===== src/rtl/tick_gen_pkg.sv =====
// ---------------------------------------------------------------------------
// tick_gen_pkg
// Shared constants and helpers for the tick generator bank.
//   CNT_W_DEF   : default counter / divide-value width
//   MODE_TOGGLE : channel drives a square wave on divided_clk
//   MODE_PULSE  : channel only strobes tick, divided_clk held low
// ---------------------------------------------------------------------------
package tick_gen_pkg;

    localparam int unsigned CNT_W_DEF   = 26;
    localparam logic        MODE_TOGGLE = 1'b0;
    localparam logic        MODE_PULSE  = 1'b1;

    // Square-wave output for the next cycle: follows the candidate phase in
    // toggle mode, forced low in pulse mode.
    function automatic logic wave_next(input logic mode, input logic phase);
        logic result;
        if (mode == MODE_TOGGLE) begin
            result = phase;
        end else begin
            result = 1'b0;
        end
        return result;
    endfunction

endpackage


===== src/rtl/tick_gen_channel.sv =====
// ---------------------------------------------------------------------------
// tick_gen_channel
// One independent timebase: counts enabled cycles up to a programmable
// terminal value, strobing tick and optionally toggling a square wave.
// Divide values are staged in a shadow register and only take effect at a
// period boundary (terminal count, halted channel, or restart).
// Ports:
//   clk_in       : system clock, rising edge
//   rst          : synchronous active-low reset
//   en           : count enable
//   restart      : synchronous restart strobe (beats terminal count and en)
//   mode         : MODE_TOGGLE / MODE_PULSE
//   div_value    : divide value presented with load
//   load         : capture div_value into the shadow register
//   divided_clk  : registered square wave
//   tick         : registered one-cycle strobe at terminal count
//   load_pending : shadow value captured but not yet applied
// ---------------------------------------------------------------------------
module tick_gen_channel
    import tick_gen_pkg::*;
#(
    parameter int unsigned      CNT_W     = CNT_W_DEF,
    parameter logic [CNT_W-1:0] RESET_DIV = CNT_W'(49_999_999)
) (
    input  logic             clk_in,
    input  logic             rst,
    input  logic             en,
    input  logic             restart,
    input  logic             mode,
    input  logic [CNT_W-1:0] div_value,
    input  logic             load,
    output logic             divided_clk,
    output logic             tick,
    output logic             load_pending
);

    localparam logic [CNT_W-1:0] CNT_ONE = CNT_W'(1);

    logic [CNT_W-1:0] cnt_q, cnt_d;
    logic [CNT_W-1:0] period_q, period_d;
    logic [CNT_W-1:0] shadow_q, shadow_d;
    logic             pend_q, pend_d;
    logic             dclk_q, dclk_d;
    logic             tick_q, tick_d;

    logic terminal_s;
    logic boundary_s;
    logic apply_s;

    // Period-boundary detection: only here may a new period be adopted.
    always_comb begin
        terminal_s = en & (cnt_q == period_q);
        boundary_s = restart | terminal_s | ~en;
        apply_s    = boundary_s & (load | pend_q);
    end

    // Next-state logic for counter, outputs and the shadow/period pair.
    always_comb begin
        cnt_d    = cnt_q;
        period_d = period_q;
        shadow_d = shadow_q;
        pend_d   = pend_q;
        dclk_d   = dclk_q;
        tick_d   = 1'b0;

        if (restart) begin
            cnt_d  = '0;
            dclk_d = 1'b0;
            tick_d = 1'b0;
        end else if (terminal_s) begin
            cnt_d  = '0;
            tick_d = 1'b1;
            dclk_d = wave_next(mode, ~dclk_q);
        end else if (en) begin
            cnt_d  = cnt_q + CNT_ONE;
            tick_d = 1'b0;
            dclk_d = wave_next(mode, dclk_q);
        end else begin
            // A halted channel adopting a new period restarts from zero so
            // the counter can never sit above a shrunken period.
            cnt_d  = apply_s ? '0 : cnt_q;
            tick_d = 1'b0;
            dclk_d = wave_next(mode, dclk_q);
        end

        // A load landing on a boundary bypasses the shadow entirely.
        if (boundary_s && load) begin
            period_d = div_value;
            pend_d   = 1'b0;
        end else if (boundary_s && pend_q) begin
            period_d = shadow_q;
            pend_d   = 1'b0;
        end else if (load) begin
            shadow_d = div_value;
            pend_d   = 1'b1;
        end else begin
            period_d = period_q;
            shadow_d = shadow_q;
            pend_d   = pend_q;
        end
    end

    // State register with synchronous active-low reset.
    always_ff @(posedge clk_in) begin
        if (!rst) begin
            cnt_q    <= '0;
            period_q <= RESET_DIV;
            shadow_q <= '0;
            pend_q   <= 1'b0;
            dclk_q   <= 1'b0;
            tick_q   <= 1'b0;
        end else begin
            cnt_q    <= cnt_d;
            period_q <= period_d;
            shadow_q <= shadow_d;
            pend_q   <= pend_d;
            dclk_q   <= dclk_d;
            tick_q   <= tick_d;
        end
    end

    assign divided_clk  = dclk_q;
    assign tick         = tick_q;
    assign load_pending = pend_q;

endmodule


===== src/rtl/tick_gen_bank.sv =====
// ---------------------------------------------------------------------------
// tick_gen_bank
// CHANNELS independent timebases from one clock. The top only slices the
// packed divide-value bus and gathers the per-channel registered outputs.
// Ports:
//   clk_in       : system clock, rising edge
//   rst          : synchronous active-low reset
//   en           : per-channel count enable
//   restart      : per-channel restart strobe
//   mode         : per-channel output mode (0 toggle, 1 pulse)
//   div_value    : packed divide values, channel i at [i*CNT_W +: CNT_W]
//   load         : per-channel shadow capture strobe
//   divided_clk  : per-channel square wave
//   tick         : per-channel terminal-count strobe
//   load_pending : per-channel staged-but-unapplied flag
// ---------------------------------------------------------------------------
module tick_gen_bank
    import tick_gen_pkg::*;
#(
    parameter int unsigned      CHANNELS  = 4,
    parameter int unsigned      CNT_W     = CNT_W_DEF,
    parameter logic [CNT_W-1:0] RESET_DIV = 26'd49_999_999
) (
    input  logic                      clk_in,
    input  logic                      rst,
    input  logic [CHANNELS-1:0]       en,
    input  logic [CHANNELS-1:0]       restart,
    input  logic [CHANNELS-1:0]       mode,
    input  logic [CHANNELS*CNT_W-1:0] div_value,
    input  logic [CHANNELS-1:0]       load,
    output logic [CHANNELS-1:0]       divided_clk,
    output logic [CHANNELS-1:0]       tick,
    output logic [CHANNELS-1:0]       load_pending
);

    for (genvar i = 0; i < CHANNELS; i++) begin : g_ch
        tick_gen_channel #(
            .CNT_W     (CNT_W),
            .RESET_DIV (RESET_DIV)
        ) u_channel (
            .clk_in       (clk_in),
            .rst          (rst),
            .en           (en[i]),
            .restart      (restart[i]),
            .mode         (mode[i]),
            .div_value    (div_value[i*CNT_W +: CNT_W]),
            .load         (load[i]),
            .divided_clk  (divided_clk[i]),
            .tick         (tick[i]),
            .load_pending (load_pending[i])
        );
    end

endmodule


===== config.mk =====
export PLATFORM = sky130hd
export DESIGN_NAME = tick_gen_bank
export DESIGN_NICKNAME = d
export VERILOG_FILES = /design/src/rtl/tick_gen_pkg.sv /design/src/rtl/tick_gen_channel.sv /design/src/rtl/tick_gen_bank.sv
export SDC_FILE = /design/constraint.sdc
export NUM_CORES = 1
export LEC_CHECK = 0
export BUFFER_PORTS_ARGS = -buffer_cell sky130_fd_sc_hd__buf_2
export CORE_ASPECT_RATIO = 1.4
export CORE_MARGIN = 2
export CORE_UTILIZATION = 55
export DETAILED_ROUTE_END_ITERATION = 10
export GPL_TIMING_DRIVEN = 0
export PLACE_DENSITY = 0.75
export REMOVE_ABC_BUFFERS = 1
export SKIP_LAST_GASP = 1
export SYNTH_ARGS = -nofsm -noshare
export SYNTH_HDL_FRONTEND = slang
export SYNTH_SLANG_ARGS = --single-unit
export TNS_END_PERCENT = 30

===== constraint.sdc =====
create_clock -name clk_in -period 1.9 [get_ports clk_in]
set_input_delay 0.095 -clock clk_in [delete_from_list [all_inputs] [get_ports clk_in]]
set_output_delay 0.095 -clock clk_in [all_outputs]
set_load 0.05 [all_outputs]

==> impl_metrics.xml <==
<?xml version="1.0" encoding="UTF-8"?>
<metrics>
  <group name="synthesis">
    <metric name="synth-async-reset-ratio" unit="%">0</metric>
    <metric name="synthesis.area" unit="sq mm">0.0169</metric>
    <metric name="syn_inst" unit="">1919</metric>
    <metric name="netlist_top_cells_count" unit="">sky130_fd_sc_hd__nand2_1 (411), sky130_fd_sc_hd__dfxtp_1 (324), sky130_fd_sc_hd__mux2i_1 (202)</metric>
    <metric name="synth.largest_area_cell" unit="">sky130_fd_sc_hd__dfxtp_1</metric>
    <metric name="ys_seq_elements" unit="">324</metric>
    <metric name="synth_largest_type_area_fraction" unit="%">38.5</metric>
    <metric name="synth_area_per_cell" unit="sq um">8.79</metric>
    <metric name="synthMostInstantiatedCell" unit="">sky130_fd_sc_hd__nand2_1</metric>
    <metric name="synth.top_cells.by_area" unit="">sky130_fd_sc_hd__dfxtp_1 (38%), sky130_fd_sc_hd__mux2i_1 (12%), sky130_fd_sc_hd__nand2_1 (9.1%), sky130_fd_sc_hd__xnor2_1 (4.9%), sky130_fd_sc_hd__mux2_2 (4.7%)</metric>
    <metric name="yosys.cell_types.count" unit="">63</metric>
    <metric name="synth_ff_type" unit="">sky130_fd_sc_hd__dfxtp_1</metric>
    <metric name="number_of_synthesized_flops_with_an_enable_pin" unit="">0</metric>
    <metric name="synth_warnings" unit="">0</metric>
    <metric name="yosysSeqAreaShare" unit="%">38.5</metric>
  </group>
  <group name="global_route">
    <metric name="initial_antenna_violation_count" unit="">1</metric>
    <metric name="grt_usage" unit="%">26.8</metric>
    <metric name="grt_pass1_vias" unit="">15600</metric>
    <metric name="globalRoute.totalOverflow" unit="">0</metric>
    <metric name="grt_pass1_wl" unit="mm">72.7</metric>
    <metric name="grt_max_degree" unit="">189</metric>
  </group>
  <group name="worst_hold_path">
    <metric name="timing.hold.worst.class" unit="">in2reg</metric>
    <metric name="hold_start" unit="">en[1]</metric>
    <metric name="hold_end" unit="">g_ch[1].u_channel.cnt_q[1]$_SDFFE_PP0P_</metric>
    <metric name="timing.hold.worst_path_depth" unit="">3</metric>
  </group>
  <group name="finish">
    <metric name="area.growth.synth_to_final" unit="%">34.3</metric>
    <metric name="design_area" unit="sq mm">0.0227</metric>
    <metric name="final_nets" unit="">2346</metric>
    <metric name="post_layout_nonfiller_instances" unit="">2628</metric>
    <metric name="drive_above_1_share" unit="%">29.6</metric>
    <metric name="finish.utilization" unit="%">75.2</metric>
  </group>
  <group name="clock_network">
    <metric name="clock_input_transition_at_the_sequential_cells_of_the_worst_setup_and_hold_paths" unit="ns">0.06</metric>
    <metric name="clock_path_buffers" unit="">3</metric>
    <metric name="cts_tree" unit="">yes</metric>
    <metric name="clk-insertion-delay-late" unit="ns">0.53</metric>
    <metric name="cts-root-buf" unit="">sky130_fd_sc_hd__clkbuf_16</metric>
    <metric name="clock_tree.htree_level_count" unit="">2</metric>
    <metric name="clkSinkCount" unit="">324</metric>
    <metric name="cts_inserted_buffers" unit="">34</metric>
  </group>
  <group name="drt">
    <metric name="avgRoutedWirePerCell" unit="um">19.0</metric>
    <metric name="post_drt_via_cell_ratio" unit="">6.02</metric>
    <metric name="drt-total-wl" unit="mm">50.0</metric>
    <metric name="detail_route.iter0.violations" unit="">1375</metric>
    <metric name="drt_drc_violations_left" unit="">0</metric>
    <metric name="drt_pass1_iterations" unit="">6</metric>
    <metric name="detailroute.via_count" unit="">15800</metric>
    <metric name="detail-route-antenna-nets" unit="">0</metric>
  </group>
  <group name="pwr">
    <metric name="p_int" unit="mW">12.1</metric>
    <metric name="static_power_due_to_leakage" unit="nW">9.08</metric>
    <metric name="power_switching" unit="mW">4.07</metric>
    <metric name="p_sw_share" unit="%">25.2</metric>
    <metric name="irDropWorstVdd" unit="uV">698</metric>
    <metric name="portion_of_total_power_attributed_to_the_clock_network" unit="%">41.0</metric>
    <metric name="power.combinational.fraction" unit="%">14.0</metric>
    <metric name="power.sequential.fraction" unit="%">45.0</metric>
    <metric name="power_per_cell_area" unit="mW/mm^2">715</metric>
  </group>
  <group name="die">
    <metric name="dieHeight" unit="um">211</metric>
    <metric name="rows" unit="">75</metric>
    <metric name="floorplan.core_area" unit="sq mm">0.0301</metric>
    <metric name="design.die.area" unit="sq mm">0.0321</metric>
    <metric name="io_pins" unit="">134</metric>
    <metric name="initial_utilization" unit="%">56.0</metric>
    <metric name="fp.dieW" unit="um">152</metric>
  </group>
  <group name="run_status">
    <metric name="status" unit="">finished, violations left</metric>
    <metric name="failing_checks" unit="">setup timing</metric>
  </group>
  <group name="setup_path">
    <metric name="critical_path_arrival" unit="ns">2.56</metric>
    <metric name="timing.critical_path.from_type" unit="">register</metric>
    <metric name="setup.worst_path.end_class" unit="">register</metric>
    <metric name="reg2reg_slack" unit="ns">-0.22</metric>
    <metric name="critPathMaxFanout" unit="">2</metric>
    <metric name="timing.rr.end" unit="">g_ch[1].u_channel.divided_clk$_SDFFE_PP0P_</metric>
    <metric name="crit_type" unit="">reg2reg</metric>
    <metric name="ff2ff_path_depth" unit="">6</metric>
    <metric name="startpoint" unit="">g_ch[1].u_channel.period_q[25]$_SDFFE_PN1P_</metric>
    <metric name="required" unit="ns">2.34</metric>
    <metric name="worstReg2RegStart" unit="">g_ch[1].u_channel.period_q[25]$_SDFFE_PN1P_</metric>
  </group>
  <group name="timing">
    <metric name="maxSlewHeadroom" unit="%">33.6</metric>
    <metric name="final_hold_viol_count" unit="">0</metric>
    <metric name="setup_slack" unit="ns">-0.222</metric>
    <metric name="unrepaired_setup_endpoints_after_global_routing" unit="">true</metric>
    <metric name="max_freq" unit="GHz">0.471</metric>
    <metric name="max_slew.worst_pin.slew" unit="ns">0.989</metric>
    <metric name="timing.final.setup_violations" unit="">268</metric>
    <metric name="finalMaxSlewViolations" unit="">0</metric>
    <metric name="final_period_minus_worst_setup_slack" unit="ns">2.12</metric>
    <metric name="period_share" unit="%">112</metric>
    <metric name="finalClockSkew" unit="ns">0.0172</metric>
  </group>
  <group name="placement">
    <metric name="dpl.hpwl" unit="mm">26.1</metric>
    <metric name="post-place-ws" unit="ns">-0.631</metric>
    <metric name="numPortBuffers" unit="">133</metric>
    <metric name="place_congestion" unit="">0.871</metric>
    <metric name="placed_cell_area" unit="sq mm">0.0178</metric>
    <metric name="dp_cells" unit="">2323</metric>
  </group>
  <group name="run">
    <metric name="cap_violations" unit="">0</metric>
  </group>
</metrics>
[metal layers]
metal / track usage [%] / up-vias / routed length [um]
met1: 28.8 / 7501 / 18000
met5: 0 / - / 0
met3: 3.73 / 274 / 2880
met2: 50.4 / 746 / 26100
met4: 14.7 / 0 / 3060
li1: - / 7298 / -
[through the flow]
step                setup TNS, ns  total power [mW]  hold slack, ns
floorplan                 -167.76              8.32           0.173
detailed placement        -113.16              8.98           0.263
finish                     -26.84              16.2          0.0939
global route               -52.93              16.7          0.0988
global placement         -1183.11              8.94           0.262
CTS                         -4.08              16.0          0.0438
[flip-flops by register name (all words and copies together), names as in the netlist]
name                         count
g_ch.u_channel.divided_clk       4
g_ch.u_channel.tick              4
g_ch.u_channel.shadow_q        104
g_ch.u_channel.cnt_q           104
g_ch.u_channel.load_pending      4
g_ch.u_channel.period_q        104
[worst max-delay path by stage]
stage | to | slack (ns) | cells after the start
global route | g_ch[1].u_channel.period_q[5]$_SDFFE_PN1P_ | -0.34 | 6
floorplan | g_ch[0].u_channel.shadow_q[0]$_SDFFE_PN0P_ | -2.06 | 5
global placement | g_ch[2].u_channel.cnt_q[8]$_SDFFE_PP0P_ | -5.16 | 4
finish | g_ch[1].u_channel.divided_clk$_SDFFE_PP0P_ | -0.22 | 6
detailed placement | g_ch[3].u_channel.cnt_q[11]$_SDFFE_PP0P_ | -0.63 | 5
CTS | g_ch[3].u_channel.divided_clk$_SDFFE_PP0P_ | -0.14 | 5
[cells by family after synthesis]
| kind of cell | share of synthesized area [%] |
|---|---|
| AND/OR/NAND/NOR | 23.7 |
| adder cells (fa/ha/maj) | 0.297 |
| buffers and inverters | 4.40 |
| multiplexers | 19.6 |
| AO/OA/AOI/OAI | 8.00 |
| XOR/XNOR | 5.55 |
| flip-flops | 38.5 |
[cells in the final DEF (no fill, tap or decap), types with 55 or more instances in the layout]
master and instances:
sky130_fd_sc_hd__mux2_2 70, sky130_fd_sc_hd__nand2b_1 59, sky130_fd_sc_hd__dfxtp_1 224, sky130_fd_sc_hd__dfxtp_2 81
sky130_fd_sc_hd__buf_2 132, sky130_fd_sc_hd__nand2_1 408, sky130_fd_sc_hd__buf_4 70, sky130_fd_sc_hd__xnor2_2 55
sky130_fd_sc_hd__dlygate4sd3_1 148, sky130_fd_sc_hd__nand4_1 74, sky130_fd_sc_hd__mux2i_1 202
[worst max-delay path, stage by stage (launching register included)]
cell and delay, ns:
sky130_fd_sc_hd__dfxtp_1 0.33, sky130_fd_sc_hd__xnor2_2 0.24, sky130_fd_sc_hd__nand4_1 0.19, sky130_fd_sc_hd__buf_4 0.19, sky130_fd_sc_hd__or4_4 0.53, sky130_fd_sc_hd__or3_4 0.38
sky130_fd_sc_hd__a211oi_2 0.18
[layout make-up]
type / instances / area [sq um]
sequential: 324 / 6660
tap: 385 / 482
timing repair buffer: 387 / 3400
inverter: 36 / 135
multi-input combinational: 1437 / 10900
antenna: 1 / 2.50
clock inverter: 4 / 20.0
fill: 1817 / 7470
clock buffer: 54 / 1080
[timing repair]
item	4_1_cts	5_1_grt
setup endpoints to repair	321	302
cloned	4	12
hold endpoints to repair	217	0
pin swaps	49	85
setup buffers	39	45
hold buffers	148	0
gates resized for setup	136	182
[power by group through the flow]
| stage | logic, mW | registers, mW | clock network, mW |
|---|---|---|---|
| 2_1_floorplan | 0.985 | 7.34 | 0 |
| 3_3_place_gp | 1.57 | 7.38 | 0 |
| 3_5_place_dp | 1.59 | 7.39 | 0 |
| 4_1_cts | 2.00 | 7.26 | 6.71 |
| 5_1_grt | 2.42 | 7.30 | 6.96 |
| 6_report | 2.27 | 7.28 | 6.64 |
(Power assumes the default switching activity.)
